`config.mk`:
```
export PLATFORM = sky130hd
export DESIGN_NAME = sync_fifo
export DESIGN_NICKNAME = d
export VERILOG_FILES = /design/src/rtl/img_pkt_checker_fifo.sv
export SDC_FILE = /design/constraint.sdc
export NUM_CORES = 1
export LEC_CHECK = 0
export BUFFER_PORTS_ARGS = -buffer_cell sky130_fd_sc_hd__buf_2
export CAP_MARGIN = 20
export CORE_MARGIN = 1.5
export CORE_UTILIZATION = 40
export DETAILED_ROUTE_END_ITERATION = 6
export PLACE_DENSITY = 0.65
export SYNTH_ARGS = -nofsm -noshare
export SYNTH_HDL_FRONTEND = slang
export SYNTH_SLANG_ARGS = --single-unit
export TNS_END_PERCENT = 10
```
`constraint.sdc`:
```
create_clock -name clk -period 2.15 [get_ports clk]
set_input_delay 0.1075 -clock clk [delete_from_list [all_inputs] [get_ports clk]]
set_output_delay 0.1075 -clock clk [all_outputs]
set_load 0.02 [all_outputs]
```
`src/rtl/img_pkt_checker_fifo.sv`:
```
// Synchronous FIFO with extra-MSB wrap pointers; read data is combinational from the head entry.
module sync_fifo #(
    parameter int unsigned WIDTH = 9,
    parameter int unsigned DEPTH = 16
) (
    input  logic             clk,
    input  logic             rst,
    input  logic             push,
    input  logic             pop,
    input  logic [WIDTH-1:0] wdata,
    output logic [WIDTH-1:0] rdata,
    output logic             full,
    output logic             empty
);

    localparam int unsigned AW = $clog2(DEPTH);
    localparam logic [AW:0] PTR_ONE = {{AW{1'b0}}, 1'b1};

    logic [WIDTH-1:0] r_mem [DEPTH];
    logic [AW:0]      r_wptr;
    logic [AW:0]      r_rptr;
    logic             w_push;
    logic             w_pop;

    // Same index with differing wrap bit means the writer lapped the reader.
    assign full   = (r_wptr[AW] != r_rptr[AW]) && (r_wptr[AW-1:0] == r_rptr[AW-1:0]);
    assign empty  = (r_wptr == r_rptr);
    assign w_push = push && !full;
    assign w_pop  = pop && !empty;
    assign rdata  = r_mem[r_rptr[AW-1:0]];

    always_ff @(posedge clk or posedge rst) begin
        if (rst) begin
            r_wptr <= '0;
            r_rptr <= '0;
        end else begin
            if (w_push) r_wptr <= r_wptr + PTR_ONE;
            if (w_pop)  r_rptr <= r_rptr + PTR_ONE;
        end
    end

    always_ff @(posedge clk) begin
        if (w_push) r_mem[r_wptr[AW-1:0]] <= wdata;
    end

endmodule

```
Yosys cells after proc, flatten, opt, wreduce, memory -nomap -nowiden
Memories as Yosys holds them, arrays and structs flattened.
Index checks and enable logic that the tools add are counted.
{"block": "classes", "add_sub_neg": 2, "mul": 0, "div_mod_pow": 0, "n_lt_le_gt_ge": 0, "n_eq_ne": 3, "n_shift": 0, "n_mux": 2, "bitwise": 0, "reduce_logical": 5}
{"cell": "$add 5x1->5 const B", "count": 2}
{"cell": "$eq 5x5->1", "count": 1}
{"cell": "$eq 4x4->1", "count": 1}
{"cell": "$logic_and 1x1->1", "count": 3}
{"cell": "$logic_not 1->1", "count": 2}
{"cell": "$mux 1", "count": 2}
{"cell": "$ne 1x1->1", "count": 1}
{"block": "word_totals", "reg_bits": 10, "latchBits": 0, "mem_bits_rw": 144, "mem_bits_ro": 0, "output_inout_bits": 11, "mem_count": 1}
{"memory": "r_mem", "words": 16, "word_bits": 9, "rd": 1, "rd_clocked_by_memory_dff": 0, "write_ports": 1, "line_no": "19", "source": "logic [WIDTH-1:0] r_mem [DEPTH];"}

Depth between registers and ports, before layout
Gate-level depths: netlist (run 1).
{"block": "logic_depth", "word_depth": 6, "ltp_mapped": 7}

Least setup slack after synthesis (run 1)
OpenSTA, ideal clock, no wires.
{"block": "synth_path", "path_type": "register -> register", "start": "register r_wptr[3]", "end": "memory r_mem[0][0] (enable)", "setup_time_ns": 0.399, "arrival_ns": 1.955, "required_time_ns": 1.751, "setup_slack_ns": -0.204, "path_stages_with_launch": 7, "path_cell_list": "dfrtp_1 > buf_2 > xnor2_1 > nand4_1 > buf_4 > nor2_2 > nor4_1"}
{"block": "synth_between", "elab_chain_cells": 6}
{"item": "from (decl)", "line_no": "20", "source": "logic [AW:0] r_wptr;"}
{"item": "from (signal assigned)", "line_no": "37", "source": "if (w_push) r_wptr <= r_wptr + PTR_ONE;"}
{"item": "$eq 4x4->1", "line_no": "26", "source": "assign full = (r_wptr[AW] != r_rptr[AW]) && (r_wptr[AW-1:0] == r_rptr[AW-1:0]);"}
{"item": "$logic_and 1x1->1", "line_no": "26"}
{"item": "$logic_not 1->1", "line_no": "28", "source": "assign w_push = push && !full;"}
{"item": "$logic_and 1x1->1", "line_no": "28"}
{"item": "$mux 1", "line_no": "43", "source": "if (w_push) r_mem[r_wptr[AW-1:0]] <= wdata;"}
{"item": "$mux 1 (implied by the code)", "line_no": "43"}
{"item": "to (decl)", "line_no": "19"}
Several ways; a longest one is shown, not always the timed one.

Worst setup path after layout (run 1)
{"block": "layout_path", "start": "register r_rptr[1]", "end": "output rdata[3]"}
{"block": "layout_between", "elab_chain_cells": 1}
{"item": "from (decl)", "line_no": "21", "source": "logic [AW:0] r_rptr;"}
{"item": "from (signal assigned)", "line_no": "38", "source": "if (w_pop) r_rptr <= r_rptr + PTR_ONE;"}
{"item": "$mem_v2 16x9"}
{"item": "to (decl)", "line_no": "11", "source": "output logic [WIDTH-1:0] rdata,"}
Every way passes these cells.

==> results of run 1 <==
## cell usage after synthesis (all sizes together), types with 4 or more instances
cell type,n,area [um2]
xnor2,11,96.34
inv,4,15.01
ha,5,62.56
nor2,7,28.78
mux4,36,810.8
a22oi,18,135.1
nand2,16,60.06
o211ai,4,35.03
buf,14,98.83
edfxtp,144,4324
dfrtp,10,250.2
nor3,10,50.05
## power by group through the flow
stage | clock, mW | combinational [mW] | sequential (mW)
detailed placement | 0 | 3.34 | 3.87
global placement | 0 | 3.30 | 3.86
global route | 3.25 | 4.41 | 3.87
floorplan | 0 | 2.30 | 3.84
finish | 3.10 | 4.16 | 3.84
CTS | 3.14 | 3.88 | 3.83
## final cells by class
class,instances,area [um2]
Clock buffer,21,440.4
Clock inverter,9,172.7
Fill cell,1217,7531
Inverter,4,15.01
Multi-Input combinational cell,128,1546
Sequential cell,154,4577
Tap cell,188,235.2
Timing Repair Buffer,61,571.8
## registers in the layout, indices dropped and copies added, names as in the netlist
| name | flops |
|---|---|
| r_wptr | 5 |
| r_rptr | 5 |
| r_mem | 144 |
## worst paths after layout
check | slack (ns) | depth (start not counted) | endpoint | from
setup / recovery | -0.13 | 6 | rdata[3] | r_rptr[1]
setup reg to reg | -0.01 | 6 | r_mem[1][3] | r_rptr[1]
min in group asynchronous | 0.21 | 3 | r_wptr[4] | rst
max in group asynchronous | 1.61 | 3 | r_rptr[1] | rst
hold / removal | 0.02 | 3 | r_rptr[3] | pop
hold reg to reg | 0.61 | 2 | r_rptr[4] | r_rptr[4]
## what timing repair did
item | in CTS | in global routing
hold buffers | 1 | 0
gates resized for setup | 19 | 20
endpoints found under the setup margin | 9 | 78
setup buffers | 4 | 1
gates cloned | 3 | 2
pin swaps | 5 | 8
endpoints found under the hold margin | 10 | 0
## stage by stage
step | total power, mW | cells | util (%)
floorplan | 6.135 | 303 | -
global placement | 7.157 | 525 | 43.91
detailed placement | 7.215 | 525 | 43.91
CTS | 10.85 | 563 | 49.39
global route | 11.53 | 565 | 50.09
finish | 11.10 | 565 | 50.09
## per-layer routing
layer	vias to the layer above	part of all wire, %
li1	1367	-
met1	1621	41
met2	103	51
met3	15	6.3
met4	0	1.5
met5	-	0
## tightest hold or removal path, stage by stage
cell      delay, ns
buf_2          0.12
o211ai_1       0.10
xnor2_1        0.07
## logic make-up after synthesis
family	share of synthesized area [%]
flops	74.63
simple gates	3.593
mux	13.78
compound gates	3.225
buf+inv	2.041
xor+xnor	1.715
fa+ha+maj	1.021
==> flow_summary.yaml, run 1 <==
status:
  outcome: "finished with violations"
  violations: "negative setup slack"
cells_and_area:
  area_delta_synth_final_pct: 23.31
  antenna_cells: 0
  fin_nets: 384
  drive_gt1_share_pct: 39.79
  final_cell_mix: "edfxtp_1 (144), mux4_2 (36), buf_4 (29), clkbuf_16 (19), buf_2 (16)"
  design_area_um2: 7559
  final_common_cell: "edfxtp_1"
setup_path:
  setup.worst_path.start_class: "flop"
  path_cells: "buf_12 > clkbuf_16 > mux4_2 > a22oi_1 > nand2_1 > buf_2"
  cp_max_fo: 5
  critical_path_buf_inv_count: 3
  cp.arrival_ns: 2.17
  slowest_delay_ns: 0.49
  timing.critical_path.max_delay_family: "buffers and inverters"
  critPathKind: "reg2out"
  end_kind: "output port"
  crit_slowest_cell: "dfrtp_2"
  crit_required_ns: 2.04
global_route:
  met1_usage_pct: 21.73
  antenna_found_initial: 0
  globalRouteOverflowTotal: 0
  grt_usage_pct: 16.76
  grt_pass1_wl_um: 19100
  grt.busiest_layer: "met2"
  grt_pass1_vias: 3252
  grt_start_max_net_pins: 40
  gr-usage-met2_pct: 27.61
  use_met3_pct: 4.133
die:
  fp.dieH_um: 126.8
  core-area_um2: 15090
  die_x_um: 126.8
  io_pins: 24
  die-area_um2: 16080
  initial_utilization_pct: 40.62
  num_rows: 45
clock_tree:
  clk_pin_slew_ns: 0.06
  cts.path.max_buffers: 2
  cts_made_buffers: 17
  root_buffer: "clkbuf_16"
  cts_tree: "yes"
  worstSkewPairLatency_ns: 0.42
  cts.sinks: 154
  h-tree-depth: 4
drt:
  wl_per_cell_um: 23.27
  drtIter0Drc: 270
  dr.pass1.iters: 5
  ant_nets: 0
  drc: 0
  vias_per_cell: 5.497
  routed_wl_um: 13150
  vias: 3106
pwr:
  irDropWorstVdd_uv: 723.8
  p_sw_share_pct: 30.70
  p_leak_nw: 2.544
  p_switching_mw: 3.408
  p_seq_share_pct: 34.6
  clock_power_share_pct: 27.9
  powerDensity_nw_per_um2: 1469
  p_comb_share_pct: 37.4
  intPower_mw: 7.695
logic_synthesis:
  synth_nets: 321
  synth_edf_count: 144
  postSynthAreaPerCell_um2: 20.23
  synth_flop_cell: "edfxtp_1"
  syn_inst: 303
  yosys.cell_types.count: 29
  yosysWarnings: 0
  yosysSeqAreaShare_pct: 74.63
  synthesis.area_um2: 6130
  ys_ff_latch: 154
  async_reset_ff_share_pct: 6.494
placed_design:
  place_area_um2: 6626
  portBuffers: 23
  dpl_worst_slack_ns: 0.04075
  gp_congestion: 0.8183
  post-dp-hpwl_um: 7653
sta:
  max_slew_margin_pct: 42.70
  clock_skew_ns: 0.01140
  final.setup.worst_slack_ns: -0.1306
  setup_tns_ns: -0.9123
  rsz0062_at_grt: "true"
  whs_ns: 0.02426
  finalSetupViolCount: 16
  finalMaxSlewViolations: 0
  hold_viol_final: 0
  worstMarginPinSlew_ns: 0.8564
  fmax_mhz: 438.5
  fin_crit_sh_pct: 106.1
  min_period_ns: 2.281
flow_run:
  drv_cap: 0
hold_path:
  hold_path_class: "in2reg"
Power figures use the tool's default switching activity.
==> inputs of run 2 (changes only) <==
- ABC_AREA: default -> 1
==> run 2 against run 1 <==
The run now ends clean. Combinational power shrank 5.3%. Clock skew fell by 0.00084 ns. Sequential power shrank 1%. Register-to-register slack better by 0.14 ns. Total power decreased by 3.6%.
==> flow_summary.yaml, run 2 <==
global_route:
  grt_usage_pct: 17.16
  antenna_found_initial: 0
  grt_start_max_net_pins: 74
  globalRouteOverflowTotal: 0
  grt_pass1_vias: 4240
  grt_pass1_wl_um: 22730
clock_tree:
  cts_made_buffers: 17
  cts.path.max_buffers: 2
  root_buffer: "clkbuf_16"
  clk_pin_slew_ns: 0.06
  cts_setup_buffers: 0
  h-tree-depth: 4
  cts.sinks: 154
  cts_tree: "yes"
  worstSkewPairLatency_ns: 0.42
sta:
  fmax_mhz: 489.2
  worstMarginPinSlew_ns: 0.7887
  finalMaxSlewViolations: 0
  fin_crit_sh_pct: 95.08
  clock_skew_ns: 0.01056
  min_period_ns: 2.044
  hold_viol_final: 0
  finalSetupViolCount: 0
  max_slew_margin_pct: 47.23
  rsz0062_at_grt: "true"
drt:
  wl_met2_um: 7383
  vias: 4391
  ant_nets: 0
  highest_layer: "met4"
  wl_met3_um: 778
  drc: 0
  met1_length_um: 6444
  drtIter0Drc: 500
  vias_per_cell: 4.967
  dr.pass1.iters: 7
  wl_per_cell_um: 16.78
  routed_wl_um: 14840
logic_synthesis:
  async_reset_ff_share_pct: 6.494
  synth-simple-area-share_pct: 20.67
  syn_inst: 614
  yosysWarnings: 0
  ys_top_cells_by_area: "edfxtp_1 (65%), nand2_1 (9.5%), nor2_1 (6.2%)"
  postSynthAreaPerCell_um2: 10.77
  ys_ff_latch: 154
  ys_top_cells_by_count: "nand2_1 (168), edfxtp_1 (144), nor2_1 (109), o21ai_0 (63), nand3_1 (39)"
  synth_fa_ha_area_share_pct: 0.9464
  synth_compound_area_share_pct: 4.770
  yosysTopAreaCell: "edfxtp_1"
  synth_nets: 632
  yosys.area_share.xor_xnor_pct: 0.7950
  synth_flop_cell: "edfxtp_1"
  synth_top_family_by_area: "simple AND/OR/NAND/NOR gates"
  synth_top_cell_area_share_pct: 65.42
  yosysSeqAreaShare_pct: 69.20
  synth_mux_area_share_pct: 0
  yosys.cell_types.count: 24
  synthesis.area_um2: 6610
  yosysMostFrequentCell: "nand2_1"
  synth_edf_count: 144
status:
  outcome: "complete, no violations"
setup_path:
  critPathKind: "reg2out"
  worst_path_most_repeated_cell: "nand2_1"
  cp_max_fo: 19
  critical_path_buf_inv_count: 4
  crit_required_ns: 2.04
  slowest_delay_ns: 0.46
  crit_slowest_cell: "dfrtp_2"
  end_kind: "output port"
  setup.worst_path.start_class: "flop"
  rrSetupSlack_ns: 0.13
  cp.arrival_ns: 1.94
  timing.critical_path.max_delay_family: "buffers and inverters"
  path_cells: "inv_4 > buf_12 > nand2_1 > nand2_1 > nand2_1 > o21ai_0 > nand2_1 > nand2_1 > inv_1 > nand2_1 > buf_2"
placed_design:
  place_area_um2: 7044
  dp.cells: 849
  portBuffers: 23
  post-dp-hpwl_um: 9258
  gp_congestion: 0.8311
cells_and_area:
  fin_nets: 674
  design_area_um2: 7721
  fillers: 1445
  final_common_cell: "nand2_1"
  final_cell_mix: "nand2_1 (168), edfxtp_1 (144), nor2_1 (109), o21ai_0 (63), nand3_1 (39)"
  drive_gt1_share_pct: 14.67
  antenna_cells: 0
  post-route-util_pct: 48.26
  largest_register_ffs: 144
  final_cells: 884
  area_delta_synth_final_pct: 16.81
die:
  fp.dieH_um: 131.6
  num_rows: 46
  io_pins: 24
  initial_utilization_pct: 41.31
  die-area_um2: 17310
  die_x_um: 131.6
  core-area_um2: 16000
pwr:
  powerDensity_nw_per_um2: 1386
  irDropWorstVdd_uv: 585.1
  p_leak_nw: 2.958
hold_path:
  hold_path_class: "in2reg"
flow_run:
  drv_cap: 0
[run 2: through the flow]
stage          setup slack, ns  hold slack [ns]  TNS, ns  power [mW]
2_1_floorplan           0.3912         -0.05232        0       6.428
3_3_place_gp            0.2355           0.1068        0       7.545
3_5_place_dp            0.1473           0.1211        0       7.594
4_1_cts                0.01075          0.01935        0       10.57
5_1_grt               -0.01971          0.03947  -0.2531       11.33
6_report                0.1058          0.03339        0       10.70
[run 2: worst register-to-register path: stages (launching register included)]
cell and delay, ns:
dfrtp_1 0.46, inv_1 0.17, nand2_1 0.10, nand2_2 0.09, nor2_4 0.05, nand3_4 0.08
nand2_4 0.09, nor2_1 0.62
[run 2: per-layer routing]
layer / up-vias / global-route usage, %
met5: - / 0
met4: 0 / 6.173
met3: 17 / 4.090
met2: 144 / 28.22
met1: 2083 / 22.18
li1: 2147 / -
[run 2: final cells by class]
type                            count  area [um2]  area share [%]
Timing Repair Buffer               51       396.6           5.137
Sequential cell                   154        4576           59.26
Tap cell                          216       270.3           3.500
Clock inverter                     11       145.1           1.880
Clock buffer                       20       436.7           5.655
Multi-Input combinational cell    407        1797           23.27
Inverter                           25       100.1           1.296
[run 2: where the power goes]
part / internal [mW] / switching, mW / total (mW)
clock network: 1.82 / 1.15 / 2.97
logic: 1.31 / 2.63 / 3.94
registers: 3.63 / 0.165 / 3.79
[run 2: logic make-up (layout without fill, tap and decap cells)]
logic type,after synthesis,after routing
AO/OA/AOI/OAI,63,63
buffers and inverters,53,107
flip-flops,154,154
AND/OR/NAND/NOR,333,333
adder cells (fa/ha/maj),5,5
XOR/XNOR,6,6
[run 2: path summary, 6_finish.rpt]
check,start,end,cells after the start
hold / removal,push,r_wptr[1],3
setup / recovery,r_rptr[0],rdata[0],11
min in group asynchronous,rst,r_wptr[2],3
max in group asynchronous,rst,r_rptr[0],3
hold reg to reg,r_rptr[3],r_rptr[3],2
setup reg to reg,r_wptr[0],r_mem[9][2],7
[run 2: timing repair]
item                                    4_1_cts  5_1_grt
endpoints found under the setup margin        0        9
hold buffers                                  2        0
endpoints found under the hold margin        14        0
resized for setup                             0        7
==> inputs of run 3 (changes only) <==
- CTS_BUF_LIST: default -> sky130_fd_sc_hd__clkbuf_16
==> run 3 against run 2 <==
Critical endpoint unchanged. Design area stayed put. Critical path type unchanged. Clock power hardly changed. Non-clock buffer count stayed put. Hold slack better by 0.0010 ns.
==> flow_summary.yaml, run 3 (same netlist as run 2, synthesis figures left out) <==
hold_path:
  hold_path_class: "in2reg"
  worstHoldStart: "push"
  min_to: "r_wptr[1]"
  timing.hold.worst_path_depth: 3
global_route:
  grt_pass1_vias: 4240
  grt_start_max_net_pins: 74
  globalRouteOverflowTotal: 0
  grt_usage_pct: 17.16
  antenna_found_initial: 0
  grt_pass1_wl_um: 22730
die:
  core-area_um2: 16000
  num_rows: 46
  die_x_um: 131.6
  fp.dieH_um: 131.6
  die-area_um2: 17310
  initial_utilization_pct: 41.31
  io_pins: 24
setup_path:
  critPathKind: "reg2out"
  end_kind: "output port"
  rrSetupSlack_ns: 0.13
  slowest_delay_ns: 0.46
  crit_slowest_cell: "dfrtp_2"
  worst_path_most_repeated_cell: "nand2_1"
  path_cells: "inv_4 > buf_12 > nand2_1 > nand2_1 > nand2_1 > o21ai_0 > nand2_1 > nand2_1 > inv_1 > nand2_1 > buf_2"
  rr_endpoint: "r_mem[9][2]"
  cp_max_fo: 19
  setup.worst_path.start_class: "flop"
  ff2ff_path_depth: 7
  r2r_start: "r_wptr[0]"
  crit_required_ns: 2.04
  cp.arrival_ns: 1.93
sta:
  min_period_ns: 2.041
  setup_tns_ns: 0
  max_slew_margin_pct: 47.34
  worstMarginPinSlew_ns: 0.7870
  whs_ns: 0.03442
  clock_skew_ns: 0.01034
  fin_crit_sh_pct: 94.92
  fmax_mhz: 490.0
  finalSetupViolCount: 0
  hold_viol_final: 0
  rsz0062_at_grt: "true"
  finalMaxSlewViolations: 0
drt:
  drc: 0
  ant_nets: 0
  vias: 4389
  drtIter0Drc: 499
  dr.pass1.iters: 7
  wl_per_cell_um: 16.72
  vias_per_cell: 4.965
  routed_wl_um: 14780
flow_run:
  drv_cap: 0
clock_tree:
  cts_setup_buffers: 0
  clk_pin_slew_ns: 0.06
  h-tree-depth: 4
  cts.sinks: 154
  root_buffer: "clkbuf_16"
  cts_made_buffers: 17
  worstSkewPairLatency_ns: 0.42
  cts_tree: "yes"
  cts.path.max_buffers: 2
cells_and_area:
  drive_gt1_share_pct: 14.67
  area_delta_synth_final_pct: 16.81
  antenna_cells: 0
  final_common_cell: "nand2_1"
  final_cells: 884
  largest_register_ffs: 144
  final_cell_mix: "nand2_1 (168), edfxtp_1 (144), nor2_1 (109), o21ai_0 (63), nand3_1 (39)"
  post-route-util_pct: 48.26
  fin_nets: 674
pwr:
  powerDensity_nw_per_um2: 1383
  p_leak_nw: 2.971
  irDropWorstVdd_uv: 585.3
placed_design:
  post-dp-hpwl_um: 9258
  gp_congestion: 0.8311
  dp.cells: 849
  portBuffers: 23
status:
  outcome: "complete, no violations"
==> run 3: area by class of cell <==
| cell class | instances | area, um2 |
|---|---|---|
| sequential | 154 | 4576 |
| clock buffer | 17 | 425.4 |
| fill | 1445 | 8279 |
| tap | 216 | 270.3 |
| timing repair buffer | 51 | 396.6 |
| multi-input combinational | 407 | 1797 |
| clock inverter | 14 | 156.4 |
| inverter | 25 | 100.1 |
==> run 3: worst max-delay path by stage <==
stage | startpoint | endpoint | slack [ns] | cells past startpoint
finish | r_rptr[0] | rdata[0] | 0.11 | 11
floorplan | r_rptr[2] | r_mem[14][0] | 0.39 | 8
global placement | r_wptr[4] | r_mem[9][3] | 0.24 | 5
global route | r_wptr[0] | r_mem[11][2] | -0.02 | 7
detailed placement | r_wptr[0] | r_mem[9][2] | 0.15 | 7
CTS | r_rptr[0] | rdata[4] | 0.01 | 11
==> run 3: critical path: cells and delay by family (launching register included) <==
kind / cells / cell delay, ns
flops: 1 / 0.46
simple gates: 6 / 0.42
buf+inv: 4 / 0.53
compound gates: 1 / 0.09
==> run 3: timing repair <==
action	CTS	global route
setup endpoints to repair	0	9
hold endpoints to repair	14	0
hold buffers	2	0
gates resized for setup	0	7
==> run 3: routing by layer <==
metal / GRT usage, % / vias up / wire length [um] / share of wire, %
met5: 0 / - / 0 / 0
met4: 6.173 / 0 / 228 / 1.5
met3: 4.090 / 17 / 762 / 5.2
met2: 28.22 / 140 / 7344 / 50
met1: 22.18 / 2086 / 6443 / 44
li1: - / 2146 / - / -
==> run 3: power by group <==
group,internal (mW),switching [mW],leakage (nW)
clock,1.81,1.15,0.291
sequential,3.63,0.165,1.43
combinational,1.31,2.62,1.25
==> run 3: per-stage QoR <==
step / area [um2] / power [mW] / setup slack, ns
2_1_floorplan: 6610 / 6.428 / 0.3912
3_3_place_gp: 7044 / 7.545 / 0.2355
3_5_place_dp: 7044 / 7.594 / 0.1473
4_1_cts: 7646 / 10.56 / 0.01075
5_1_grt: 7721 / 11.32 / -0.01971
6_report: 7721 / 10.68 / 0.1091
